===== config.mk =====
export PLATFORM = sky130hd
export DESIGN_NAME = serial_subtractor
export DESIGN_NICKNAME = d
export VERILOG_FILES = /design/src/rtl/serial_subtractor.sv
export SDC_FILE = /design/constraint.sdc
export NUM_CORES = 1
export LEC_CHECK = 0
export BUFFER_PORTS_ARGS = -buffer_cell sky130_fd_sc_hd__buf_2
export CAP_MARGIN = 20
export CORE_MARGIN = 5
export CORE_UTILIZATION = 45
export CTS_CLUSTER_SIZE = 16
export DETAILED_ROUTE_END_ITERATION = 7
export PLACE_DENSITY = 0.68
export SKIP_LAST_GASP = 1
export SLEW_MARGIN = 0
export SYNTH_ARGS = -nofsm -noshare
export SYNTH_HDL_FRONTEND = slang
export SYNTH_SLANG_ARGS = --single-unit

===== constraint.sdc =====
create_clock -name clk -period 2.2 [get_ports clk]
set_clock_uncertainty 0.1 [all_clocks]
set_input_delay 0.44 -clock clk [delete_from_list [all_inputs] [get_ports clk]]
set_output_delay 0.44 -clock clk [all_outputs]
set_load 0.005 [all_outputs]

===== src/rtl/serial_subtractor.sv =====
// Bit-serial unsigned subtractor: computes a-b LSB-first over WIDTH cycles.
// diff/borrow are valid and held from the done pulse until the next accepted start.
module serial_subtractor #(
  parameter int unsigned WIDTH = 8
) (
  input  logic             clk,
  input  logic             rst,
  input  logic             start,
  input  logic [WIDTH-1:0] a,
  input  logic [WIDTH-1:0] b,
  output logic [WIDTH-1:0] diff,
  output logic             borrow,
  output logic             busy,
  output logic             done
);

  localparam int unsigned CW = (WIDTH > 1) ? $clog2(WIDTH) : 1;

  typedef enum logic [1:0] {
    IDLE  = 2'd0,
    SHIFT = 2'd1,
    DONE  = 2'd2
  } state_t;

  state_t           state, state_next;
  logic [WIDTH-1:0] a_sh, a_next;
  logic [WIDTH-1:0] b_sh, b_next;
  logic [WIDTH-1:0] diff_next;
  logic [CW-1:0]    cnt, cnt_next;
  logic             br, br_next;
  logic             borrow_next, busy_next, done_next;
  logic             d_bit, bout;

  // Full subtractor on the current LSBs.
  assign d_bit = a_sh[0] ^ b_sh[0] ^ br;
  assign bout  = (~a_sh[0] & b_sh[0]) | (~(a_sh[0] ^ b_sh[0]) & br);

  always_ff @(posedge clk) begin
    if (rst) begin
      state  <= IDLE;
      a_sh   <= '0;
      b_sh   <= '0;
      cnt    <= '0;
      br     <= 1'b0;
      diff   <= '0;
      borrow <= 1'b0;
      busy   <= 1'b0;
      done   <= 1'b0;
    end else begin
      state  <= state_next;
      a_sh   <= a_next;
      b_sh   <= b_next;
      cnt    <= cnt_next;
      br     <= br_next;
      diff   <= diff_next;
      borrow <= borrow_next;
      busy   <= busy_next;
      done   <= done_next;
    end
  end

  always_comb begin
    state_next  = state;
    a_next      = a_sh;
    b_next      = b_sh;
    cnt_next    = cnt;
    br_next     = br;
    diff_next   = diff;
    borrow_next = borrow;
    case (state)
      IDLE: begin
        if (start) begin
          a_next     = a;
          b_next     = b;
          br_next    = 1'b0;
          cnt_next   = '0;
          state_next = SHIFT;
        end
      end
      SHIFT: begin
        diff_next = {d_bit, diff[WIDTH-1:1]};
        a_next    = a_sh >> 1;
        b_next    = b_sh >> 1;
        br_next   = bout;
        // Counter holds on the final bit so it never wraps.
        if (cnt == CW'(WIDTH - 1)) begin
          borrow_next = bout;
          state_next  = DONE;
        end else begin
          cnt_next = cnt + CW'(1);
        end
      end
      DONE:    state_next = IDLE;
      default: state_next = IDLE;
    endcase
    busy_next = (state_next != IDLE);
    done_next = (state_next == DONE);
  end

endmodule


* After elaboration in Yosys (flattened, before gate mapping)
Index checks and enable logic that the tools add are counted.
Word-level totals: input port bits 19, register bits 33, output and inout bits 11
Operators by class: bitwise logic cells 7, reduce and logical (&&, ||, !) cells 6, $add $sub $neg 1, muxes and demuxes 12, equality and inequality tests 5
Operator list (count):
- $pmux 8 s2 | 2
- $mux 8 | 2
- $mux 3 | 2
- $pmux 3 s2 | 1
- $mux 2 | 2
- $ne 2x2->1 const B | 2
- $pmux 2 s2 | 1
- $reduce_and 2->1 | 2
- $reduce_bool 2->1 | 2
- $add 3x1->3 const B | 1
- $eq 3x3->1 const B | 1
- $reduce_and 3->1 | 1
- $and 1x1->1 | 2
- $eq 2x1->1 const B | 1
- $eq 2x2->1 const B | 1
- $logic_not 2->1 | 1
- $not 1->1 | 2
- $pmux 1 s2 | 1
- $xor 1x1->1 | 2
- $mux 1 | 1
- $or 1x1->1 | 1

* Longest topological paths before layout
Gate-level depths: netlist (run 1).
word-level depth 5, gate-level depth with buffers 6, depth with buffers taken out 5

* Worst setup path after synthesis (run 1)
Ideal clock, no wire load.
path type register to register, from register cnt[0], to register cnt[1], path buffers 0, setup slack 0.655 ns, library setup time 0.135 ns, stages on the path, launching flop included 6, arrival time 1.310 ns, cell sequence dfxtp_1 -> ha_1 -> ha_1 -> or3b_2 -> nand3_1 -> a21oi_1
Between the ends: cells in the longest elaborated chain, start to end 3
Ends and longest elaborated chain:
- from (decl) | line 29 | logic [CW-1:0] cnt, cnt_next;
- from (signal assigned) | line 53 | cnt <= cnt_next;
- $add 3x1->3 or $eq 3x3->1 (tied branches) | line 90, 86
- $mux 3 or $ne 2x2->1 (tied branches)
- $pmux 3 s2 or $reduce_and 3->1 (tied branches)
Several ways; a longest one is shown, not always the timed one. The select of a mux whose other input is x is not followed. A chain may end at the register's enable or synchronous reset.

* Worst setup path in the final report (run 1)
from register state[0], to register b_sh[0]
Between the ends: cells in the longest elaborated chain, start to end 3
Ends and longest elaborated chain:
- from (decl) | line 25 | state_t state, state_next;
- from (signal assigned) | line 50 | state <= state_next;
- $eq 2x1->1 or $logic_not 2->1 (tied branches) | line 70 | case (state)
- $reduce_bool 2->1 (no source line) or $ne 2x2->1 (tied branches)
- $reduce_and 2->1 (no source line)
- to (signal assigned) | line 52 | b_sh <= b_next;
- to (decl) | line 27 | logic [WIDTH-1:0] b_sh, b_next;
Several ways; a longest one is shown, not always the timed one.

==> impl_summary.log, run 1 <==
[metrics] wirelength, routed: 2.75 mm
[metrics] dominant cell by count in the synthesized netlist: dfxtp_1
[metrics] number of nets in the synthesized netlist: 180
[metrics] number of unique standard cell types used by synthesis: 26
[metrics] required time reported for the critical path endpoint: 2.33 ns
[metrics] Achievable Freq: 593 MHz
[metrics] startpoint of the lowest-slack register-to-register path: state[0]
[metrics] critical path arrival: 1.82 ns
[metrics] Async SR Flop Fraction: 0%
[metrics] global-route congestion overflow total: 0
[metrics] final instance count without filler cells: 226
[metrics] final layout net count: 204
[metrics] kind of cell adding the most delay to the critical path: simple AND/OR/NAND/NOR gates
[metrics] leading register cell type out of synthesis: dfxtp_1
[metrics] Final Max Slew Viols: 0
[metrics] end of the worst hold path: a_sh[3]
[metrics] Post-CTS Hold Buffers: 0
[metrics] Clock Sinks: 33
[metrics] num rows: 20
[metrics] Post-Synthesis Mean Instance Area: 8.93 um2
[metrics] port bufs: 29
[metrics] die boundary height: 66.0 um
[metrics] P_leak: 0.655 nW
[metrics] # resized after CTS: 0
[metrics] Pre-Repair DR Iteration Count: 5
[metrics] Reg2Reg Capture Point: b_sh[0]
[metrics] DRC violation count after routing: 0
[metrics] cell-by-cell trace of the critical path: nor2b_4 -> a21oi_1 -> a211oi_1
[metrics] number of warnings printed during yosys synthesis: 0
[metrics] number of primary I/O pins: 30
[metrics] CTS clock-pin slew for the worst setup and hold paths: 0.09 ns
[metrics] max-cap violations: 0
[metrics] setup_tns: 0 ns
[metrics] setup repair after global routing missed its margin: no
[metrics] part of the total power dissipated in the clock network: 29.5%
[metrics] antenna violations before repair: 0
[metrics] Peak supply drop: 0.295 mV
[metrics] part of the total power dissipated in combinational logic: 12.5%
[metrics] via count of the routed design: 1157
[metrics] leading area contributor after synthesis: dfxtp_1
[metrics] Via density: 5.12
[metrics] antenna-violating nets left: 0
[metrics] cell with the largest stage delay on the worst path: nor2b_4
[metrics] Clock Latency Late Sink: 0.32 ns
[metrics] fraction of post-synthesis cell area in the top cell type by area: 46.8%
[metrics] top cell types by occurrence after synthesis: dfxtp_1 (33), nand2_1 (32), a21oi_1 (24), nor2_1 (20), a211oi_1 (10)
[metrics] drt wl/cell: 12.2 um
[metrics] wire length of the first global-routing pass: 4.65 mm
[metrics] combined buffer and inverter count along the critical path: 0
[metrics] gp weighted congestion: 0.764
[metrics] share of synthesized area occupied by flip-flops and latches: 46.8%
[metrics] element type at the critical path end: register
[metrics] filler instances: 299
[metrics] number of cells on the worst reg-to-reg path: 3
[metrics] count of buffers added by post-CTS timing repair for setup: 0
[metrics] crit-path max cell delay: 0.55 ns
[metrics] Netlist Area Pre-Place: 1410 um2
[metrics] start point of the worst hold path: a[3]
[metrics] Reg power frac: 57.9%
[metrics] Internal Power: 0.838 mW
[metrics] count of endpoints failing hold in the final timing report: 0
[metrics] die area: 4360 um2
[metrics] area share of and/or/nand/nor cells after synthesis: 20.0%
[metrics] post-synthesis register bit count: 33
[metrics] biggest area contributors in the synthesized netlist: dfxtp_1 (47%), a21oi_1 (8.5%), nand2_1 (8.5%)
[metrics] NetSw: 0.282 mW
[metrics] maximum net fanout on the critical path: 25
[metrics] layout cell share with drive strength beyond 1: 24.7%
[metrics] Crit Path Class: reg -> reg
[metrics] Final setup viols: 0
[metrics] global-route total usage across every layer: 14.1%
[metrics] class of the worst hold path: in -> reg
[metrics] Post-synth EDFFs: 0
[metrics] Cell Pwr Density: 714 nW/um2
[metrics] area inside the core boundary: 3030 um2
[metrics] die outline width: 66.0 um
[metrics] Max Root-Sink Buffers: 2
[metrics] fraction of power spent switching nets: 25.2%
[metrics] synthesized instance count: 158
[metrics] setup slack, reg-to-reg: 0.51 ns
[metrics] initial core utilization: 46.6%
[metrics] compound-cell area share of the yosys netlist: 22.7%
[metrics] Iteration-0 DRC Markers: 48
[metrics] Antenna diodes: 0
[metrics] xor/xnor cell area share of the yosys netlist: 0%
[metrics] Cells on Worst Hold Path: 3
[metrics] instance count after placement with tap cells included: 219
[metrics] detailed-placement wirelength estimate: 1.97 mm
[metrics] Inserted Clock Buffers: 5
[metrics] transition time of the tightest slew-check pin: 0.669 ns
[metrics] CTS root buffer: clkbuf_4
[metrics] depth of the CTS H-tree: 2
[metrics] vias in the first global route: 1096
[metrics] TritonCTS clock tree: yes
[metrics] pin count of the biggest net entering global routing: 34
[metrics] synthesis-to-layout area growth: 11.1%
[metrics] Tmin final: 1.69 ns
[metrics] result of the run: complete, no violations
[metrics] post-synthesis share of cell area spent on full adders, half adders and majority gates: 3.19%
[metrics] multiplexer fraction of the synthesized cell area: 0%
[metrics] type of element launching the critical path: register
[metrics] normalized max-slew margin: 55.4%
[metrics] ratio of final minimum period to clock period: 76.6%
[metrics] main combinational cell family by area after synthesis: compound AO/OA/AOI/OAI gates
-- tightest hold or removal path: cells and delay by family --
kind | cells | cell delay, ns
buf+inv | 1 | 0.09
compound gates | 1 | 0.05
simple gates | 1 | 0.04
-- metrics by stage --
| stage | utilization (%) | hold slack (ns) | cell area [um2] | worst slack, ns | total power, mW |
|---|---|---|---|---|---|
| floorplan | - | 0.352 | 1410 | 0.655 | 0.779 |
| global placement | 50.0 | 0.346 | 1510 | 0.589 | 0.797 |
| detailed placement | 50.0 | 0.354 | 1510 | 0.511 | 0.805 |
| CTS | 51.8 | 0.241 | 1570 | 0.497 | 1.14 |
| global route | 51.8 | 0.226 | 1570 | 0.383 | 1.20 |
| finish | 51.8 | 0.251 | 1570 | 0.514 | 1.12 |
-- cell type report --
class                           instances  area (um2)  share of cell area [%]
Clock buffer                            7        55.1                    3.51
Multi-Input combinational cell        112         648                    41.3
Timing Repair Buffer                   29         145                    9.26
Tap cell                               44        55.1                    3.51
Inverter                                1        3.75                   0.239
Sequential cell                        33         661                    42.1
-- sequential cells by signal, summed over array words and instances (netlist names) --
signal	flops
done	1
state	2
borrow	1
diff	8
br	1
a_sh	8
cnt	3
busy	1
b_sh	8
-- cells in the final DEF, fill, tap and decap left out, types with 2 or more instances in the layout --
cell type,n
buf_2,29
a211oi_2,4
a22oi_1,3
a211oi_1,10
dfxtp_1,33
nand3_1,4
nor3b_1,2
ha_1,2
clkbuf_4,5
a21oi_1,24
or3b_2,2
nor2_1,20
nand2_1,32
-- logic make-up (layout without fill, tap and decap cells) --
group,after synthesis,in the layout
adders and majority gates,3,3
and+or+nand+nor,64,64
AOI/OAI and AO/OA,45,45
buffers and inverters,13,37
DFF,33,33
-- power by group through the flow --
stage          Sequential (mW)  Combinational [mW]  Clock [mW]
3_5_place_dp             0.663               0.142           0
6_report                 0.649               0.140       0.331
2_1_floorplan            0.657               0.122           0
3_3_place_gp             0.661               0.136           0
4_1_cts                  0.649               0.142       0.345
5_1_grt                  0.654               0.159       0.384
-- routing by layer --
metal / global-route usage [%] / vias up / routed length, um
li1: - / 590 / -
met1: 16.3 / 530 / 1290
met2: 22.4 / 32 / 1210
met3: 6.80 / 5 / 214
met4: 5.33 / 0 / 38
met5: 0 / - / 0
-- how the worst max path moves through the flow --
stage	from	to	slack, ns	cells after the start
6_report	state[0]	b_sh[0]	0.51	3
5_1_grt	state[0]	a_sh[0]	0.38	3
4_1_cts	state[0]	b_sh[0]	0.50	3
3_5_place_dp	state[0]	b_sh[0]	0.51	3
3_3_place_gp	state[1]	a_sh[1]	0.59	3
2_1_floorplan	cnt[0]	cnt[1]	0.66	5
Note: power is estimated with default switching activity, not from simulation.
==> inputs of run 2 (changes only) <==
--- a/config.mk
+++ b/config.mk
@@ -11,7 +11,7 @@
 export CORE_UTILIZATION = 45
 export CTS_CLUSTER_SIZE = 16
 export DETAILED_ROUTE_END_ITERATION = 7
-export PLACE_DENSITY = 0.68
+export PLACE_DENSITY = 0.7
 export SKIP_LAST_GASP = 1
 export SLEW_MARGIN = 0
 export SYNTH_ARGS = -nofsm -noshare
==> constraint.sdc (replaced) <==
create_clock -name clk -period 1.45 [get_ports clk]
set_clock_uncertainty 0.1 [all_clocks]
set_input_delay 0.29 -clock clk [delete_from_list [all_inputs] [get_ports clk]]
set_output_delay 0.29 -clock clk [all_outputs]
set_load 0.005 [all_outputs]
==> run 2 against run 1 <==
  * Largest cell class is now multi-input gates
  * First-iteration DRC count grew 65%
  * Global-route usage grew 1.2 points
  * Fmax grew 16%
  * Combinational power grew 99%
  * Register-to-register slack lost 0.52 ns
  * Setup slack lost 0.52 ns
  * Sequential power grew 52%
  * Worst hold slack lost 0.16 ns
  * Non-clock buffer count grew 17
  * The run now ends with negative setup slack left
==> impl_summary.log, run 2 (same netlist as run 1, synthesis figures left out) <==
[metrics] result of the run: finished with violations
[metrics] failing checks: negative setup slack
[metrics] Tmin final: 1.46 ns
[metrics] registers with the most flip-flops: a_sh (8), b_sh (8), diff (8)
[metrics] Clock Latency Late Sink: 0.33 ns
[metrics] Final setup viols: 2
[metrics] drt wl/cell: 13.4 um
[metrics] TritonCTS clock tree: yes
[metrics] Crit Path Class: reg -> reg
[metrics] transition time of the tightest slew-check pin: 0.397 ns
[metrics] Final Max Slew Viols: 0
[metrics] final layout net count: 221
[metrics] max-cap violations: 0
[metrics] wirelength, routed: 3.25 mm
[metrics] ratio of final minimum period to clock period: 100%
[metrics] Antenna diodes: 0
[metrics] die area: 4360 um2
[metrics] setup slack, reg-to-reg: -0.005 ns
[metrics] via count of the routed design: 1230
[metrics] post-layout power: 1.78 mW
[metrics] hold slack final: 0.0949 ns
[metrics] pin count of the biggest net entering global routing: 16
[metrics] smallest setup slack after layout: -0.00504 ns
[metrics] synthesis-to-layout area growth: 26.8%
[metrics] critical path arrival: 1.57 ns
[metrics] cell with the largest stage delay on the worst path: or3b_4
[metrics] num rows: 20
[metrics] Iteration-0 DRC Markers: 79
[metrics] startpoint of the lowest-slack register-to-register path: cnt[1]
[metrics] element type at the critical path end: register
[metrics] Peak supply drop: 0.467 mV
[metrics] type of element launching the critical path: register
[metrics] instance count after placement with tap cells included: 230
[metrics] number of primary I/O pins: 30
[metrics] crit-path max cell delay: 0.42 ns
[metrics] DRC violation count after routing: 0
[metrics] normalized max-slew margin: 73.5%
[metrics] CTS root buffer: clkbuf_4
[metrics] Reg2Reg Capture Point: cnt[0]
[metrics] maximum net fanout on the critical path: 3
[metrics] gp weighted congestion: 0.743
[metrics] Placement Setup Slack: -0.0150 ns
[metrics] Inserted Clock Buffers: 5
[metrics] Critical Path End: cnt[0]
[metrics] Post-CTS Hold Buffers: 0
[metrics] required time reported for the critical path endpoint: 1.56 ns
[metrics] Max Root-Sink Buffers: 2
[metrics] Pre-Repair DR Iteration Count: 4
[metrics] die boundary height: 66.0 um
[metrics] detailed-placement wirelength estimate: 2.27 mm
[metrics] commonest cells after routing, fill and taps aside: nand2_1 (32), dfxtp_1 (30), buf_2 (29)
[metrics] count of endpoints failing hold in the final timing report: 0
[metrics] critical path launch point: cnt[1]
[metrics] antenna violations before repair: 0
[metrics] class of the worst hold path: in -> reg
[metrics] wire length of the first global-routing pass: 5.14 mm
[metrics] port bufs: 29
[metrics] vias in the first global route: 1260
[metrics] setup repair after global routing missed its margin: yes
[metrics] global-route total usage across every layer: 15.3%
[metrics] antenna-violating nets left: 0
[metrics] global-route congestion overflow total: 0
[metrics] Via density: 5.06
[metrics] initial core utilization: 46.6%
[metrics] Critical Path Most Common Cell: ha_4
[metrics] P_leak: 0.753 nW
[metrics] layout cell share with drive strength beyond 1: 37.2%
[metrics] number of cells on the worst reg-to-reg path: 5
[metrics] setup_tns: -0.00700 ns
[metrics] Achievable Freq: 687 MHz
[metrics] final instance count without filler cells: 243
[metrics] Clock Sinks: 33
[metrics] die outline width: 66.0 um
[metrics] cell-by-cell trace of the critical path: ha_4 -> ha_4 -> or3b_4 -> nand3_2 -> a21oi_1
[metrics] commonest non-fill, non-tap cell in the layout: nand2_1
[metrics] CTS clock-pin slew for the worst setup and hold paths: 0.10 ns
[metrics] area inside the core boundary: 3030 um2
[metrics] Cell Pwr Density: 995 nW/um2
[metrics] depth of the CTS H-tree: 2
run 2: changes by cell type in the layout (fill, tap and decap cells not counted), moves of 3 or more:
cell / delta
nand3_1: -3
nand3_2: +3
buf_4: +15
dfxtp_1: -3
run 2: layout make-up:
class / count / area (um2)
flip-flops and latches: 33 / 667
clock buffers: 7 / 55.1
fillers: 287 / 1240
inverters: 1 / 3.75
multi-input cells: 112 / 719
well taps: 44 / 55.1
repair buffers: 46 / 289
run 2: worst min-delay path by stage:
stage                       start       to  slack, ns  cells past startpoint
after floorplan              a[2]  a_sh[2]       0.33                      2
after global placement    diff[0]  diff[0]       0.34                      2
after detailed placement  diff[0]  diff[0]       0.35                      2
after CTS                    a[3]  a_sh[3]       0.09                      3
after global routing         b[1]  b_sh[1]       0.09                      3
final                        a[3]  a_sh[3]       0.09                      3
run 2: critical path, delay by kind of cell (launching register included):
kind / cells / cell delay (ns)
flip-flops: 1 / 0.37
AO/OA/AOI/OAI: 1 / 0.05
AND/OR/NAND/NOR: 2 / 0.51
adder cells (fa/ha/maj): 2 / 0.31
run 2: power breakdown:
part / switching, mW / total, mW / leakage, nW / internal (mW)
clock: 0.289 / 0.517 / 0.0314 / 0.229
sequential: 0.0298 / 0.984 / 0.272 / 0.955
combinational: 0.146 / 0.279 / 0.449 / 0.134
total: 0.464 / 1.78 / 0.753 / 1.32
run 2: layer usage:
| layer | global-route usage, % | vias to the layer above | part of all wire (%) |
|---|---|---|---|
| li1 | - | 623 | - |
| met1 | 16.5 | 561 | 46 |
| met2 | 27.2 | 37 | 47 |
| met3 | 5.27 | 9 | 5.1 |
| met4 | 6.35 | 0 | 2.0 |
| met5 | 0 | - | 0 |
run 2: metrics by stage:
step                      util (%)  cell area [um2]
after floorplan                  -             1420
after global placement        53.3             1610
after detailed placement      53.3             1610
after CTS                     56.4             1710
after global routing          59.1             1790
final                         59.1             1790
run 2: what timing repair did:
| action | in CTS | in global routing |
|---|---|---|
| setup endpoints to repair | 6 | 17 |
| setup buffers | 2 | 4 |
| gates resized for setup | 8 | 9 |
| pin swaps | 3 | 4 |
| endpoints found under the hold margin | 0 | 0 |
